===== src/rtl/uart_mem_loader_if.sv =====
// rtl/uart_mem_loader_if.sv - memory store/debug bus between the UART loader and the unified memory
//
// Purpose: carries the byte-store request and the debug word index from the
//          loader (master) to the 64-bit unified memory (slave).
// Signals:
//   memwrite   2   store type; 2'b10 selects the byte-store path
//   dataadr    N   byte address of the store
//   writedata  N   store data, byte in bits [7:0]
//   rx_data    8   word index of the most recent store (memory debug index)
interface uart_mem_loader_if #(
    parameter int N = 64
);
    logic [1:0]   memwrite;
    logic [N-1:0] dataadr;
    logic [N-1:0] writedata;
    logic [7:0]   rx_data;

    modport master (
        output memwrite,
        output dataadr,
        output writedata,
        output rx_data
    );

    modport slave (
        input memwrite,
        input dataadr,
        input writedata,
        input rx_data
    );
endinterface


===== src/rtl/uart_mem_loader.sv =====
// rtl/uart_mem_loader.sv - 8N1 UART receiver that stores each byte into memory at consecutive addresses
//
// Purpose: loads a program image over serial by writing every received byte
//          through the memory's byte-store path, walking a byte pointer
//          through a window of MAX_BYTES starting at BASE.
// Ports:
//   clk        in   1   system clock, rising edge
//   reset_n    in   1   asynchronous reset, active-low
//   rx         in   1   UART serial input, idle high, asynchronous to clk
//   enable     in   1   1 = accept frames, 0 = hold IDLE
//   clear      in   1   sync pulse: pointer=BASE, byte_count=0, frame_err=0
//   mem        mst  -   memwrite / dataadr / writedata / rx_data to memory
//   busy       out  1   FSM not in IDLE
//   byte_count out  16  bytes written, wraps at 2^16
//   frame_err  out  1   sticky, stop bit sampled low
module uart_mem_loader #(
    parameter int N            = 64,
    parameter int CLKS_PER_BIT = 868,
    parameter int BASE         = 0,
    parameter int MAX_BYTES    = 1024
) (
    input  logic              clk,
    input  logic              reset_n,
    input  logic              rx,
    input  logic              enable,
    input  logic              clear,
    uart_mem_loader_if.master mem,
    output logic              busy,
    output logic [15:0]       byte_count,
    output logic              frame_err
);

    localparam int CW = (CLKS_PER_BIT > 1) ? $clog2(CLKS_PER_BIT) : 1;
    localparam logic [CW-1:0] CNT_FULL = CW'(CLKS_PER_BIT - 1);
    localparam logic [CW-1:0] CNT_HALF = CW'(CLKS_PER_BIT / 2 - 1);
    localparam logic [N-1:0]  BASE_A   = N'(BASE);
    localparam logic [N-1:0]  LAST_A   = N'(BASE + MAX_BYTES - 1);

    typedef enum logic [2:0] {
        S_IDLE,
        S_START,
        S_DATA,
        S_STOP,
        S_WRITE
    } state_t;

    state_t        state_q, state_d;
    logic          rx_meta, rxs;
    logic [CW-1:0] cnt_q, cnt_d;
    logic [2:0]    bit_q, bit_d;
    logic [7:0]    shift_q, shift_d;
    logic [N-1:0]  ptr_q, ptr_next;
    logic          do_write;
    logic          set_ferr;

    // Two-flop synchroniser, preset to the idle line level so reset never
    // looks like a start bit.
    always_ff @(posedge clk or negedge reset_n) begin
        if (!reset_n) begin
            rx_meta <= 1'b1;
            rxs     <= 1'b1;
        end else begin
            rx_meta <= rx;
            rxs     <= rx_meta;
        end
    end

    always_ff @(posedge clk or negedge reset_n) begin
        if (!reset_n) begin
            state_q <= S_IDLE;
            cnt_q   <= '0;
            bit_q   <= '0;
            shift_q <= '0;
        end else begin
            state_q <= state_d;
            cnt_q   <= cnt_d;
            bit_q   <= bit_d;
            shift_q <= shift_d;
        end
    end

    always_comb begin
        state_d  = state_q;
        cnt_d    = cnt_q;
        bit_d    = bit_q;
        shift_d  = shift_q;
        do_write = 1'b0;
        set_ferr = 1'b0;
        case (state_q)
            S_IDLE: begin
                if (enable && !rxs) begin
                    state_d = S_START;
                    cnt_d   = '0;
                end
            end
            S_START: begin
                // Re-check the line half a bit in; a high level here was a glitch.
                if (cnt_q == CNT_HALF) begin
                    cnt_d = '0;
                    if (!rxs) begin
                        state_d = S_DATA;
                        bit_d   = '0;
                    end else begin
                        state_d = S_IDLE;
                    end
                end else begin
                    cnt_d = cnt_q + 1'b1;
                end
            end
            S_DATA: begin
                // Counting restarted at the start-bit centre, so each full
                // interval lands in the middle of the next bit.
                if (cnt_q == CNT_FULL) begin
                    cnt_d   = '0;
                    shift_d = {rxs, shift_q[7:1]};
                    if (bit_q == 3'd7) begin
                        state_d = S_STOP;
                    end else begin
                        bit_d = bit_q + 3'd1;
                    end
                end else begin
                    cnt_d = cnt_q + 1'b1;
                end
            end
            S_STOP: begin
                if (cnt_q == CNT_FULL) begin
                    cnt_d = '0;
                    if (rxs) begin
                        state_d = S_WRITE;
                    end else begin
                        set_ferr = 1'b1;
                        state_d  = S_IDLE;
                    end
                end else begin
                    cnt_d = cnt_q + 1'b1;
                end
            end
            S_WRITE: begin
                do_write = 1'b1;
                state_d  = S_IDLE;
            end
            default: state_d = S_IDLE;
        endcase

        // A disabled receiver drops any partial frame, but a store already
        // presented to memory is allowed to finish.
        if (!enable && state_q != S_WRITE) begin
            state_d  = S_IDLE;
            set_ferr = 1'b0;
        end

        if (clear) begin
            state_d  = S_IDLE;
            do_write = 1'b0;
            set_ferr = 1'b0;
        end
    end

    assign ptr_next = (ptr_q == LAST_A) ? BASE_A : ptr_q + 1'b1;

    always_ff @(posedge clk or negedge reset_n) begin
        if (!reset_n) begin
            ptr_q       <= BASE_A;
            byte_count  <= '0;
            frame_err   <= 1'b0;
            mem.rx_data <= '0;
        end else if (clear) begin
            ptr_q      <= BASE_A;
            byte_count <= '0;
            frame_err  <= 1'b0;
        end else begin
            if (do_write) begin
                ptr_q       <= ptr_next;
                byte_count  <= byte_count + 16'd1;
                mem.rx_data <= ptr_q[10:3];
            end
            if (set_ferr) begin
                frame_err <= 1'b1;
            end
        end
    end

    assign mem.memwrite  = do_write ? 2'b10 : 2'b00;
    assign mem.dataadr   = ptr_q;
    assign mem.writedata = do_write ? {{(N-8){1'b0}}, shift_q} : '0;
    assign busy          = (state_q != S_IDLE);

endmodule


===== src/flat_wrapper.sv =====
// flat-port wrapper written by rule: the top's interface ports become plain ports
module uart_mem_loader_flat 
#(
    parameter int N            = 64,
    parameter int CLKS_PER_BIT = 868,
    parameter int BASE         = 0,
    parameter int MAX_BYTES    = 1024
)
  (clk, reset_n, rx, enable, clear, busy, byte_count, frame_err, mem_memwrite, mem_dataadr, mem_writedata, mem_rx_data);
  uart_mem_loader_if #(.N(N)) mem_i ();
  input  logic clk;
  input  logic reset_n;
  input  logic rx;
  input  logic enable;
  input  logic clear;
  output logic busy;
  output logic [15:0] byte_count;
  output logic frame_err;
  output wire logic [$bits(mem_i.memwrite)-1:0] mem_memwrite;
  output wire logic [$bits(mem_i.dataadr)-1:0] mem_dataadr;
  output wire logic [$bits(mem_i.writedata)-1:0] mem_writedata;
  output wire logic [$bits(mem_i.rx_data)-1:0] mem_rx_data;
  assign mem_memwrite = mem_i.memwrite;
  assign mem_dataadr = mem_i.dataadr;
  assign mem_writedata = mem_i.writedata;
  assign mem_rx_data = mem_i.rx_data;
  uart_mem_loader #(.N(N), .CLKS_PER_BIT(CLKS_PER_BIT), .BASE(BASE), .MAX_BYTES(MAX_BYTES)) u_core (.clk(clk), .reset_n(reset_n), .rx(rx), .enable(enable), .clear(clear), .mem(mem_i), .busy(busy), .byte_count(byte_count), .frame_err(frame_err));
endmodule

===== config.mk =====
export PLATFORM = sky130hd
export DESIGN_NAME = uart_mem_loader_flat
export DESIGN_NICKNAME = d
export VERILOG_FILES = /design/src/rtl/uart_mem_loader_if.sv /design/src/rtl/uart_mem_loader.sv /design/src/flat_wrapper.sv
export SDC_FILE = /design/constraint.sdc
export NUM_CORES = 1
export LEC_CHECK = 0
export ABC_AREA = 1
export CAP_MARGIN = 20
export CORE_MARGIN = 2
export CORE_UTILIZATION = 50
export DETAILED_ROUTE_END_ITERATION = 6
export PLACE_DENSITY = 0.78
export SKIP_LAST_GASP = 1
export SLEW_MARGIN = 20
export SYNTH_ARGS = -nofsm -noshare
export SYNTH_HDL_FRONTEND = slang
export SYNTH_SLANG_ARGS = --single-unit
export TNS_END_PERCENT = 10

===== constraint.sdc =====
create_clock -name clk -period 2 [get_ports clk]
set_clock_uncertainty 0.1 [all_clocks]
set_input_delay 0.3 -clock clk [delete_from_list [all_inputs] [get_ports clk]]
set_output_delay 0.3 -clock clk [all_outputs]
set_load 0.005 [all_outputs]

# Word level (Yosys, flattened, before mapping)

Index checks and enable logic that the tools add are counted.

Flip-flop bits (word level): 115
Input bits: 5
Output and inout bits: 156
Word-level logic and storage cells: 85

Add/subtract/negate cells: 4
Equality and inequality tests: 19
Multiplexer cells: 35
Bitwise logic cells: 1
Reduce and logical (&&, ||, !) cells: 16

Operator list:

| kind                                                  | number |
|---|---|
| two-way mux 64 bit                                    | 3 |
| adder 64 x 1 -> 64 bit, second input constant         | 1 |
| == test 64 x 10 -> 1 bit, second input constant       | 1 |
| two-way mux 3 bit                                     | 12 |
| two-way mux 16 bit                                    | 2 |
| two-way mux 10 bit                                    | 3 |
| case mux 10 bit (3 select lines)                      | 1 |
| inequality test 4 x 2 -> 1 bit, second input constant | 5 |
| adder 16 x 1 -> 16 bit, second input constant         | 1 |
| case mux 3 bit (4 select lines)                       | 1 |
| adder 10 x 1 -> 10 bit, second input constant         | 1 |
| == test 10 bit, second input constant                 | 1 |
| == test 10 x 9 -> 1 bit, second input constant        | 1 |
| AND reduction 5 bit                                   | 2 |
| two-way mux 1 bit                                     | 9 |
| two-way mux 8 bit                                     | 1 |
| == test 3 x 2 -> 1 bit, second input constant         | 2 |
| == test 3 bit, second input constant                  | 2 |
| inequality test 2 x 1 -> 1 bit, second input constant | 3 |
| case mux 3 bit (2 select lines)                       | 1 |
| AND reduction 2 bit                                   | 3 |
| nonzero test 2 bit                                    | 3 |
| nonzero test 3 bit                                    | 2 |
| two-way mux 2 bit                                     | 2 |
| other kinds (9)                                       | 12 |

# Depth between registers and ports, before layout

Word-level depth: 7
Mapped depth: 11
Mapped depth without buffers: 11

# Least setup slack after synthesis

No wires, ideal clock.

Path kind: register to register
From: reg u_core.ptr_q[0], in the netlist u_core.mem.dataadr[0]
To: reg u_core.ptr_q[4], in the netlist u_core.mem.dataadr[4]
Library setup time: 0.131 ns
Arrival time: 1.586 ns
Data required time: 1.769 ns
Path slack: 0.183 ns
Cell stages (with the launch flop): 12
Path buffers: 1
Period minus slack after synthesis: 1.817 ns
Cell sequence: dfrtp_1 > ha_1 > nand2_2 > nor2_2 > nand2_4 > clkinv_2 > nand2_4 > nor2_8 > nand2_4 > nand2_8 > buf_12 > o22ai_2

Word-level cells in the longest chain between the ends: 4
Elaborated cells on any way between the ends: 5
Those cells by class: 1 x add/sub; 1 x eq/ne; 3 x mux

Ends and longest elaborated chain:

| what                                                               | line                   | RTL |
|---|---|---|
| from (decl)                                                        | uart_mem_loader.sv:52  | `logic [N-1:0] ptr_q, ptr_next;` |
| from (signal assigned)                                             | uart_mem_loader.sv:173 | `ptr_q <= ptr_next;` |
| adder 64 x 1 -> 64 bit or == test 64 x 10 -> 1 bit (tied branches) | uart_mem_loader.sv:159 | `assign ptr_next = (ptr_q == LAST_A) ? BASE_A : ptr_q + 1'b1;` |
| two-way mux 64 bit (*)                                             | uart_mem_loader.sv:159 |  |
| two-way mux 64 bit (*)                                             | uart_mem_loader.sv:172 | `if (do_write) begin` |
| two-way mux 64 bit (*)                                             | uart_mem_loader.sv:167 | `end else if (clear) begin` |

Mark *: on every way between the ends. The rest lies on a longest branch, timed or not. The select of a mux whose other input is x is not followed.
A chain may end at the register's enable or synchronous reset.

# Worst setup path after layout

From: reg u_core.state_q[1]
To: out mem_writedata[6]

Word-level cells in the longest chain between the ends: 4

Ends and longest elaborated chain:

| what                   | line                   | RTL |
|---|---|---|
| from (decl)            | uart_mem_loader.sv:47  | `state_t state_q, state_d;` |
| from (signal assigned) | uart_mem_loader.sv:75  | `state_q <= state_d;` |
| == test 3 bit          | uart_mem_loader.sv:89  | `case (state_q)` |
| two-way mux 1 bit      | uart_mem_loader.sv:89  |  |
| two-way mux 1 bit      | uart_mem_loader.sv:152 | `if (clear) begin` |
| two-way mux 8 bit      | uart_mem_loader.sv:185 | `assign mem.writedata = do_write ? {{(N-8){1'b0}}, shift_q} : '0;` |
| to (decl)              | flat_wrapper.sv:21     | `output wire logic [$bits(mem_i.writedata)-1:0] mem_writedata;` |

No other way between the ends.

==> impl_metrics.json <==
{
  "multi_input_area_mm2": 0.00444,
  "r2r-start": "u_core.mem.dataadr[0]$_DFFE_PN0P_",
  "power.total_mw": 6.04,
  "diodes": 0,
  "slew_viol_final": 0,
  "yosys_warnings": 0,
  "nets": 1320,
  "drive_above_1_share": 0.126,
  "rr_endpoint": "u_core.mem.dataadr[58]$_DFFE_PN0P_",
  "core_mm2": 0.0158,
  "vias_per_cell": 5.20,
  "cts_inserted_buffers": 17,
  "synth_area_mm2": 0.00807,
  "max-cap-violations": 0,
  "grt_antenna_before_repair": 0,
  "post_drt_wl_per_cell_um": 15.3,
  "grt_pass1_vias": 7564,
  "path_max_fanout": 9,
  "crit_arrival_ns": 1.63,
  "async_reset_ff_frac": 1.00,
  "seqCellArea_mm2": 0.00288,
  "grt_pass1_wl_mm": 37.9,
  "clock_path_buffers": 2,
  "r2r_slack_ns": 0.05,
  "gp_congestion": 0.990,
  "outcome": "finished with violations",
  "seq_area_frac_synth": 0.357,
  "synth.avg_cell_area_um2": 6.99,
  "yosysMostFrequentCell": "nand2_1",
  "synth_common_cells": "359 x nand2_1, 190 x nor2_1, 113 x dfrtp_1",
  "fillers": 1397,
  "synth_top_area_frac": 0.350,
  "die_x_um": 131,
  "tritoncts_num_sinks": 115,
  "die_y_um": 131,
  "failed_checks": "negative setup slack",
  "final.setup.worst_slack_ns": -0.0311,
  "min_from": "rx",
  "critical_path_required_ns": 1.60,
  "r2r_cells": 10,
  "fmax_ghz": 0.492,
  "ys.flop_type": "dfrtp_1",
  "cts_tree": "yes",
  "rows": 46,
  "dieArea_mm2": 0.0172,
  "setup_tns_ns": -0.0311,
  "synth_top_cell_by_area": "dfrtp_1",
  "synth-edff-count": 0,
  "hold_ws_ns": 0.175,
  "period_needed_ns": 2.03,
  "synth.distinct_cells": 41,
  "ys_ff_latch": 115,
  "post-dp-hpwl_mm": 18.1,
  "stdcell_count": 1538,
  "final_antenna_net_count": 0,
  "rsz0062_at_grt": "true",
  "startpoint_type": "flip-flop",
  "cts.clk_slew.worst_paths_ns": 0.06,
  "grt_max_degree": 44,
  "hold_viol": 0,
  "leakage_nw": 4.36,
  "via_count": 7991,
  "first_iter_violations": 594,
  "htreeDepth": 4,
  "crit_path_end": "mem_writedata[6]",
  "area_growth_pct": 25.4,
  "hp-class": "in -> reg",
  "dr.pass1.iters": 5,
  "endpoint_kind": "primary output",
  "setup_violations": 1,
  "max-vdd-ir-drop_mv": 0.609,
  "postSynthCellCount": 1155,
  "start_util": 0.510,
  "synth_area_leaders": "dfrtp_1 35%, nand2_1 17%, nor2_1 8.8%, buf_4 5.4%, nand3_1 4.8%",
  "path_class": "reg -> out",
  "dp.cells": 1502,
  "power_density_mw_per_mm2": 597,
  "post-route-drc-count": 0,
  "gr-usage-all-layers": 0.287,
  "root_buffer": "clkbuf_16",
  "grt.overflow.total": 0,
  "place.port_buffers": 103,
  "routed_wl_mm": 23.5,
  "fin_crit_sh": 1.02,
  "io_pins": 161,
  "startpoint": "u_core.state_q[1]$_DFFE_PN0P_",
  "clk_latency_ns": 0.43
}
[how the worst min path moves through the flow]
stage	to	slack, ns	cells past startpoint
floorplan	u_core.bit_q[0]$_DFFE_PN0P_	-0.1	0
global placement	u_core.cnt_q[9]$_DFFE_PN0P_	0.13	1
detailed placement	u_core.cnt_q[9]$_DFFE_PN0P_	0.13	1
CTS	u_core.rx_meta$_DFF_PN1_	0.16	1
global route	u_core.rx_meta$_DFF_PN1_	0.17	1
finish	u_core.rx_meta$_DFF_PN1_	0.17	1
[report_power, final]
part / switching (mW) / total, mW / internal [mW]
Combinational: 0.219 / 0.320 / 0.101
Sequential: 0.0301 / 2.39 / 2.36
Clock: 1.19 / 3.33 / 2.13
[routing by layer]
layer	track usage	vias to the layer above	part of all wire
met5	0	-	0
met4	0.142	0	0.039
met3	0.0521	61	0.067
met2	0.471	306	0.48
met1	0.366	3756	0.42
li1	-	3868	-
[placed cells by master (no fill, tap or decap), types with 6 or more instances in the layout]
master	count
inv_1	99
nand4_1	19
nor3_1	18
dfrtp_1	111
clkdlybuf4s50_1	93
nor2_4	9
nand2_2	10
o21ai_0	46
conb_1	57
nor2_1	189
nand3_1	77
o22ai_2	12
nor2_2	16
xor2_1	32
o21ai_2	18
buf_4	46
ha_1	6
nand2_1	359
o21bai_1	18
clkbuf_16	17
[critical path: stages (launching register included)]
cell	delay, ns
dfrtp_1	0.41
nor2_4	0.15
nand2_4	0.08
nor2_8	0.11
inv_4	0.07
nor2_1	0.12
dlygate4sd2_1	0.26
[metrics by stage]
step / cell area, µm² / util / worst slack (ns)
2_1_floorplan: 8280 / - / 0.183
3_3_place_gp: 9420 / 0.595 / -0.0594
3_5_place_dp: 9420 / 0.595 / -0.119
4_1_cts: 10100 / 0.638 / -0.259
5_1_grt: 10100 / 0.639 / -0.120
6_report: 10100 / 0.639 / -0.0311
[what timing repair did]
item / CTS / global route
hold buffers: 1 / 0
setup endpoints to repair: 9 / 62
gates resized for setup: 7 / 8
setup buffers: 3 / 0
hold endpoints to repair: 62 / 0
pin swaps: 1 / 1
[final cells by class]
type / count / share of cell area
clock buffers: 18 / 0.0434
flip-flops and latches: 115 / 0.285
multi-input cells: 917 / 0.439
well taps: 216 / 0.0267
repair buffers: 154 / 0.147
clock inverters: 14 / 0.0199
inverters: 104 / 0.0390
[logic make-up (layout without fill, tap and decap cells)]
group,after synthesis,after routing,synth area share
other cells,1,57,0.000465
xor+xnor,37,37,0.0402
fa+ha+maj,6,6,0.00930
flops,115,115,0.357
buf+inv,179,290,0.120
compound gates,106,106,0.0937
simple gates,711,711,0.379
[sequential cells by signal, summed over array words and instances, names as in the netlist]
name and count:
u_core.mem.dataadr 64, u_core.frame_err 1, u_core.cnt_q 10, u_core.mem.rx_data 8
u_core.state_q 3, u_core.shift_q 8, u_core.bit_q 3, u_core.rx_meta 1
u_core.byte_count 16, u_core.rxs 1
No activity file was read; power rests on OpenSTA's default activity.
